==> config.mk <==
export PLATFORM = sky130hd
export DESIGN_NAME = cbus_rr_arbiter
export DESIGN_NICKNAME = d
export VERILOG_FILES = /design/src/rtl/cbus_rr_arbiter_pkg.sv /design/src/rtl/cbus_rr_arbiter_rr_pick.sv /design/src/rtl/cbus_rr_arbiter.sv
export SDC_FILE = /design/constraint.sdc
export NUM_CORES = 1
export LEC_CHECK = 0
export CORE_AREA = 2 2 134 136
export DETAILED_ROUTE_END_ITERATION = 10
export DIE_AREA = 0 0 136 138
export GPL_TIMING_DRIVEN = 1
export PLACE_DENSITY = 0.55
export SKIP_LAST_GASP = 1
export SLEW_MARGIN = 10
export SYNTH_ARGS = -nofsm -noshare
export SYNTH_HDL_FRONTEND = slang
export SYNTH_SLANG_ARGS = --single-unit
==> constraint.sdc <==
create_clock -name clk -period 2.15 [get_ports clk]
set_input_delay 0.215 -clock clk [delete_from_list [all_inputs] [get_ports clk]]
set_output_delay 0.215 -clock clk [all_outputs]
set_load 0.03 [all_outputs]
==> src/rtl/cbus_rr_arbiter_pkg.sv <==
// Shared cached-bus payload types and arbiter state encoding.
package cbus_rr_arbiter_pkg;

   localparam int unsigned CBUS_ADDR_W = 32;
   localparam int unsigned CBUS_DATA_W = 32;
   localparam int unsigned CBUS_LEN_W  = 8;
   localparam int unsigned CBUS_STRB_W = CBUS_DATA_W / 8;

   // Request from a cache/converter towards memory; held stable until the last beat.
   typedef struct packed {
      logic                   valid;
      logic                   is_write;
      logic [CBUS_ADDR_W-1:0] addr;
      logic [CBUS_LEN_W-1:0]  len;
      logic [CBUS_DATA_W-1:0] data;
      logic [CBUS_STRB_W-1:0] strobe;
   } cbus_req_t;

   // Per-beat response from memory.
   typedef struct packed {
      logic                   ready;
      logic                   last;
      logic [CBUS_DATA_W-1:0] data;
   } cbus_resp_t;

   // Arbiter state, visible to the bench for probing.
   typedef enum logic {
      IDLE = 1'b0,
      BUSY = 1'b1
   } arb_state_t;

endpackage

==> src/rtl/cbus_rr_arbiter_rr_pick.sv <==
// Rotating-priority picker: first valid index scanning ptr, ptr+1, ... modulo N.
module cbus_rr_arbiter_rr_pick #(
   parameter int unsigned N     = 2,
   parameter int unsigned IDX_W = $clog2(N)
) (
   input  logic [N-1:0]     valid_i,
   input  logic [IDX_W-1:0] ptr_i,
   output logic [IDX_W-1:0] idx_o,
   output logic             any_o
);

   // Position ptr+off wrapped into 0..N-1 (ptr is always below N).
   function automatic logic [IDX_W-1:0] rot(input logic [IDX_W-1:0] base,
                                            input int unsigned off);
      int unsigned s;
      s = 32'(base) + off;
      if (s >= N) s = s - N;
      return IDX_W'(s);
   endfunction

   logic [IDX_W-1:0] pos;

   // Scan from the far end back towards ptr so the nearest valid port wins.
   always_comb begin
      idx_o = '0;
      any_o = 1'b0;
      pos   = '0;
      for (int unsigned k = N; k > 0; k--) begin
         pos = rot(ptr_i, k - 1);
         if (valid_i[pos]) begin
            idx_o = pos;
            any_o = 1'b1;
         end
      end
   end

endmodule

==> src/rtl/cbus_rr_arbiter.sv <==
// Round-robin arbiter sharing one cbus master port; a grant lasts a whole burst.
module cbus_rr_arbiter
   import cbus_rr_arbiter_pkg::*;
#(
   parameter int unsigned N     = 2,
   parameter int unsigned IDX_W = $clog2(N)
) (
   input  logic                   clk,
   input  logic                   reset,
   input  cbus_req_t  [N-1:0]     ireqs,
   output cbus_resp_t [N-1:0]     iresps,
   output cbus_req_t              oreq,
   input  cbus_resp_t             oresp,
   output logic                   busy,
   output logic [IDX_W-1:0]       grant_idx
);

   arb_state_t       state_q, state_d;
   logic [IDX_W-1:0] ptr_q, ptr_d;
   logic [IDX_W-1:0] gidx_q, gidx_d;

   logic [N-1:0]     req_valid;
   logic [IDX_W-1:0] pick_idx;
   logic             pick_any;

   // Collect the valid bits for the picker.
   always_comb begin
      req_valid = '0;
      for (int unsigned i = 0; i < N; i++) begin
         req_valid[i] = ireqs[i].valid;
      end
   end

   cbus_rr_arbiter_rr_pick #(
      .N     (N),
      .IDX_W (IDX_W)
   ) u_pick (
      .valid_i (req_valid),
      .ptr_i   (ptr_q),
      .idx_o   (pick_idx),
      .any_o   (pick_any)
   );

   // State, rotation pointer and grant index registers.
   always_ff @(posedge clk) begin
      if (reset) begin
         state_q <= IDLE;
         ptr_q   <= '0;
         gidx_q  <= '0;
      end else begin
         state_q <= state_d;
         ptr_q   <= ptr_d;
         gidx_q  <= gidx_d;
      end
   end

   // Next state and burst routing; outputs are quiet while reset is asserted
   // so an abandoned burst never sees another ready beat.
   always_comb begin
      state_d = state_q;
      ptr_d   = ptr_q;
      gidx_d  = gidx_q;
      oreq    = '0;
      iresps  = '0;
      busy    = 1'b0;
      case (state_q)
         IDLE: begin
            if (pick_any) begin
               gidx_d  = pick_idx;
               state_d = BUSY;
            end
         end
         BUSY: begin
            if (!reset) begin
               oreq           = ireqs[gidx_q];
               iresps[gidx_q] = oresp;
               busy           = 1'b1;
            end
            if (oresp.ready && oresp.last) begin
               state_d = IDLE;
               ptr_d   = (gidx_q == IDX_W'(N - 1)) ? '0 : gidx_q + IDX_W'(1);
            end
         end
         default: state_d = IDLE;
      endcase
   end

   assign grant_idx = gidx_q;

endmodule

[Word level (Yosys, flattened, before mapping)]
Cells that the tools add are included.
Operators by class
  add/sub/neg operators: 4
  magnitude comparators: 6
  muxes and demuxes: 24
  bitwise operators: 2
  reductions and logical operators: 4
Operator list (number)
  $mux 78: 4
  $mux 68: 2
  $and 68x68->68: 1
  $demux 34 s1: 1
  $mux 34: 1
  $mux 1: 15
  $lt 1x2->1 const B: 3
  $reduce_and 2->1: 2
  $add 1x1->2 const B: 1
  $ge 1x2->1 const B: 1
  $ge 2x2->1 const B: 1
  $logic_and 1x1->1: 2
  $pmux 1 s2: 1
  $sub 1x1->1 const B: 2
  $add 1x1->1 const B: 1
  $ge 1x1->1 const B: 1
  $not 1->1: 1
Word-level totals
  bits in registers: 3
  input bits: 192
  output and inout bits: 148
  word-level logic and storage cells: 43

[Longest topological paths before layout]
  depth after elaboration: 9
  depth in mapped cells: 5
  depth with buffers taken out: 3

[Hierarchy]
Synthesis repeated with hierarchy kept, for this count alone.
Unflattened totals
  cells, all modules: 306
  area total of the unflattened synthesis: 1880.6 um^2
By module, submodules not included
  cbus_rr_arbiter: instances 1, cells each 303, area each 1863.0 um^2, seq. area each 60.1 um^2
  cbus_rr_arbiter_rr_pick: instances 1, cells each 3, area each 17.5 um^2, seq. area each 0.0 um^2

[Least setup slack after synthesis]
OpenSTA, ideal clock, no wires.
  path kind: reg2out
  from: register gidx_q (netlist: grant_idx)
  to: output port iresps[37] (netlist name)
  data arrival time: 1517 ps
  required time: 1935 ps
  path slack: 418 ps
  cell stages (with the launch flop): 6
  buffers on the path: 3
  cells stage by stage: dfxtp_1 -> buf_4 -> buf_12 -> nand2_4 -> buf_6 -> nor2_1
RTL lines
  start: declaration: RTL line cbus_rr_arbiter.sv:20  | logic [IDX_W-1:0] gidx_q, gidx_d;
  start signal: assignment: RTL line cbus_rr_arbiter.sv:53  | gidx_q <= gidx_d;
  end: declaration: RTL line cbus_rr_arbiter.sv:11  | output cbus_resp_t [N-1:0] iresps,

==> summary.md <==
| Metric | Value |
|---|---|
| Fmax | `548 MHz` |
| Die Ht | `138 um` |
| Unrepaired setup endpoints after global routing | `no` |
| Max_cap viols | `0` |
| FF/Latch Area | `63.8 um^2` |
| CTS resizes | `0` |
| Final Wtd Congestion | `0.756` |
| # H-tree levels | `1` |
| WP buf/inv | `3` |
| Drt wl/cell | `13.1 um` |
| Final core utilization | `29.5%` |
| Outcome | `finished clean` |
| CP Launch Type | `register` |
| Yosys warns | `0` |
| Row count | `49` |
| Total Routed Length | `11.3 mm` |
| Slowest cell on crit path | `dfxtp_4` |
| Initial antenna violation count | `0` |
| Final antenna-violating net count | `0` |
| Num CTS Buffers | `3` |
| Worst-path clk slew | `30 ps` |
| Pre-CTS setup slack | `339 ps` |
| Vias | `3,165` |
| CTS max path bufs | `2` |
| Worst setup EP type | `primary output` |
| # setup viols final | `0` |
| Syn nets | `495` |
| Multi-input gate area | `0.00153 mm^2` |
| Slew of the pin with the lowest slew margin | `390 ps` |
| Setup bufs post-CTS | `0` |
| Root Driver | `clkbuf_16` |
| Slew headroom | `74.0%` |
| Worst path required time | `1930 ps` |
| Core ar. | `0.0175 mm^2` |
| Post-route setup TNS | `0 ps` |
| IO Port Bufs | `339` |
| Largest net degree at the start of global routing | `64` |
| Vias per cell | `3.67` |
| Clock skew | `0.754 ps` |
| IO Count | `340` |
| Filler Cell Count | `1,898` |
| Leakage | `0.00225 uW` |
| Max VDD drop | `159 uV` |
| Worst setup margin | `325 ps` |
| TritonCTS clock tree | `done` |
| R2R depth | `3` |
| Largest stage delay, worst path | `560 ps` |
| Min Tclk post-route | `1830 ps` |
| Nets | `826` |
| Hold path depth | `2` |
| Design Area, Final | `0.00518 mm^2` |
| Hold Violations, Final | `0` |
| Fraction of layout cells with a size suffix above 1 | `26.7%` |
| Syn Inst Count | `303` |
| Crit-path most repeated cell | `buf_4` |
| Die ar. | `0.0188 mm^2` |
| Pwr/cell area | `274 mW/mm^2` |
| Starting DRC count in detailed routing | `92` |
| Mapped Area | `0.00183 mm^2` |
| Clock latency on the worst-skew pair | `220 ps` |
| WP depth | `5` |
| Crit Path Class | `reg -> out` |
| Area grow syn2layout | `183%` |
| DP Area | `0.00510 mm^2` |
| DP Wirelength | `9.48 mm` |
| GR Util All Layers | `10.8%` |
| Arr. time, crit path | `1610 ps` |
| Synth unique cells | `17` |
| Global-route wire length before repair | `16.3 mm` |
| Initial DRT Pass Iterations | `4` |
| Number of global-route vias before repair | `3,026` |
| Chip width | `136 um` |
| Initial Util | `10.4%` |
| ANT cells | `0` |
| Average size of a mapped cell | `6.04 um^2` |
| CP delay by family, top | `buffers and inverters` |
| Max Slew Vio Count | `0` |
| Flops & latches, synth | `3` |
| DRC Markers | `0` |
| Reg2reg setup slack | `1150 ps` |
| Period utilization | `84.9%` |
| Clk sinks | `3` |
| Hold crit path type | `reg -> reg` |
| Cts hold-fix bufs | `0` |
| Crit path cell chain | `buf_12 -> buf_4 -> mux2i_1 -> nor2_1 -> buf_4` |
| GRT overflow | `0` |
| Post-synthesis sequential area ratio | `3.28%` |
| CP max FO | `19` |
## placed cells by master, fill, tap and decap left out
| master | instances |
|---|---|
| nand2_1 | 34 |
| nor2_1 | 147 |
| o211ai_1 | 1 |
| o21ai_0 | 1 |
| mux2i_1 | 79 |
| clkbuf_16 | 3 |
| o311a_1 | 1 |
| clkdlybuf4s50_1 | 192 |
| dfxtp_4 | 1 |
| dfxtp_1 | 2 |
| nand2_2 | 2 |
| a21oi_1 | 1 |
| clkbuf_1 | 1 |
| inv_1 | 4 |
| inv_2 | 1 |
| buf_4 | 155 |
| buf_12 | 6 |
| nand2_4 | 1 |
| nand3_1 | 1 |
## per-layer routing
layer / vias up / track usage [%] / wire length, um
li1: 1633 / - / -
met1: 1368 / 11.3 / 4050
met2: 160 / 21.9 / 6080
met3: 4 / 2.31 / 1130
met4: 0 / 1.54 / 61
met5: - / 0 / 0
## power by group
part	switching, uW	total [uW]	internal [uW]
Combinational	484	1050	567
Sequential	15.2	74.7	59.5
Clock	47.3	292	244
## cells in the mapped netlist
library cell	number	area (um^2)
nand3_1	1	5.00
o311a_1	1	10.0
o21ai_0	1	5.00
nor2_1	147	552
buf_2	13	65.1
dfxtp_1	3	60.1
a21oi_1	1	5.00
nand2_4	1	11.3
inv_1	4	15.0
inv_2	1	3.75
o211ai_1	1	7.51
nand2_1	34	128
buf_6	11	124
nand2_2	2	12.5
mux2i_1	79	791
buf_4	2	15.0
buf_12	1	20.0
## metrics by stage
step | std cells | hold slack, ps | total power (uW)
2_1_floorplan | 303 | 284 | 568
3_3_place_gp | 858 | 498 | 1140
3_5_place_dp | 858 | 490 | 1130
4_1_cts | 862 | 498 | 1440
5_1_grt | 862 | 520 | 1500
6_report | 862 | 494 | 1420
## flip-flops by register name, indices dropped and copies added (netlist names)
register	flops
state_q	1
ptr_q	1
grant_idx	1
## kinds of logic after synthesis
logic type | after synthesis | synth area share (%)
AOI/OAI and AO/OA | 4 | 1.50
buffers and inverters | 32 | 13.3
DFF | 3 | 3.28
muxes | 79 | 43.2
and+or+nand+nor | 185 | 38.7
## path summary, 6_finish.rpt
kind	start	endpoint
max	grant_idx	oreq[26]
min	ptr_q	ptr_q
max reg2reg	state_q	ptr_q
min reg2reg	ptr_q	ptr_q
## layout make-up
class                   count  area share [%]
multi-input cells         268            29.5
clock buffers               4            1.52
inverters                   5           0.362
well taps                 229            5.53
repair buffers            353            61.9
flip-flops and latches      3            1.23
## worst register-to-register path, delay by kind of cell (launching register included)
family	cells	cell delay (ps)
AND/OR/NAND/NOR	2	230
multiplexers	1	180
flip-flops	1	490
(Power assumes the default switching activity.)
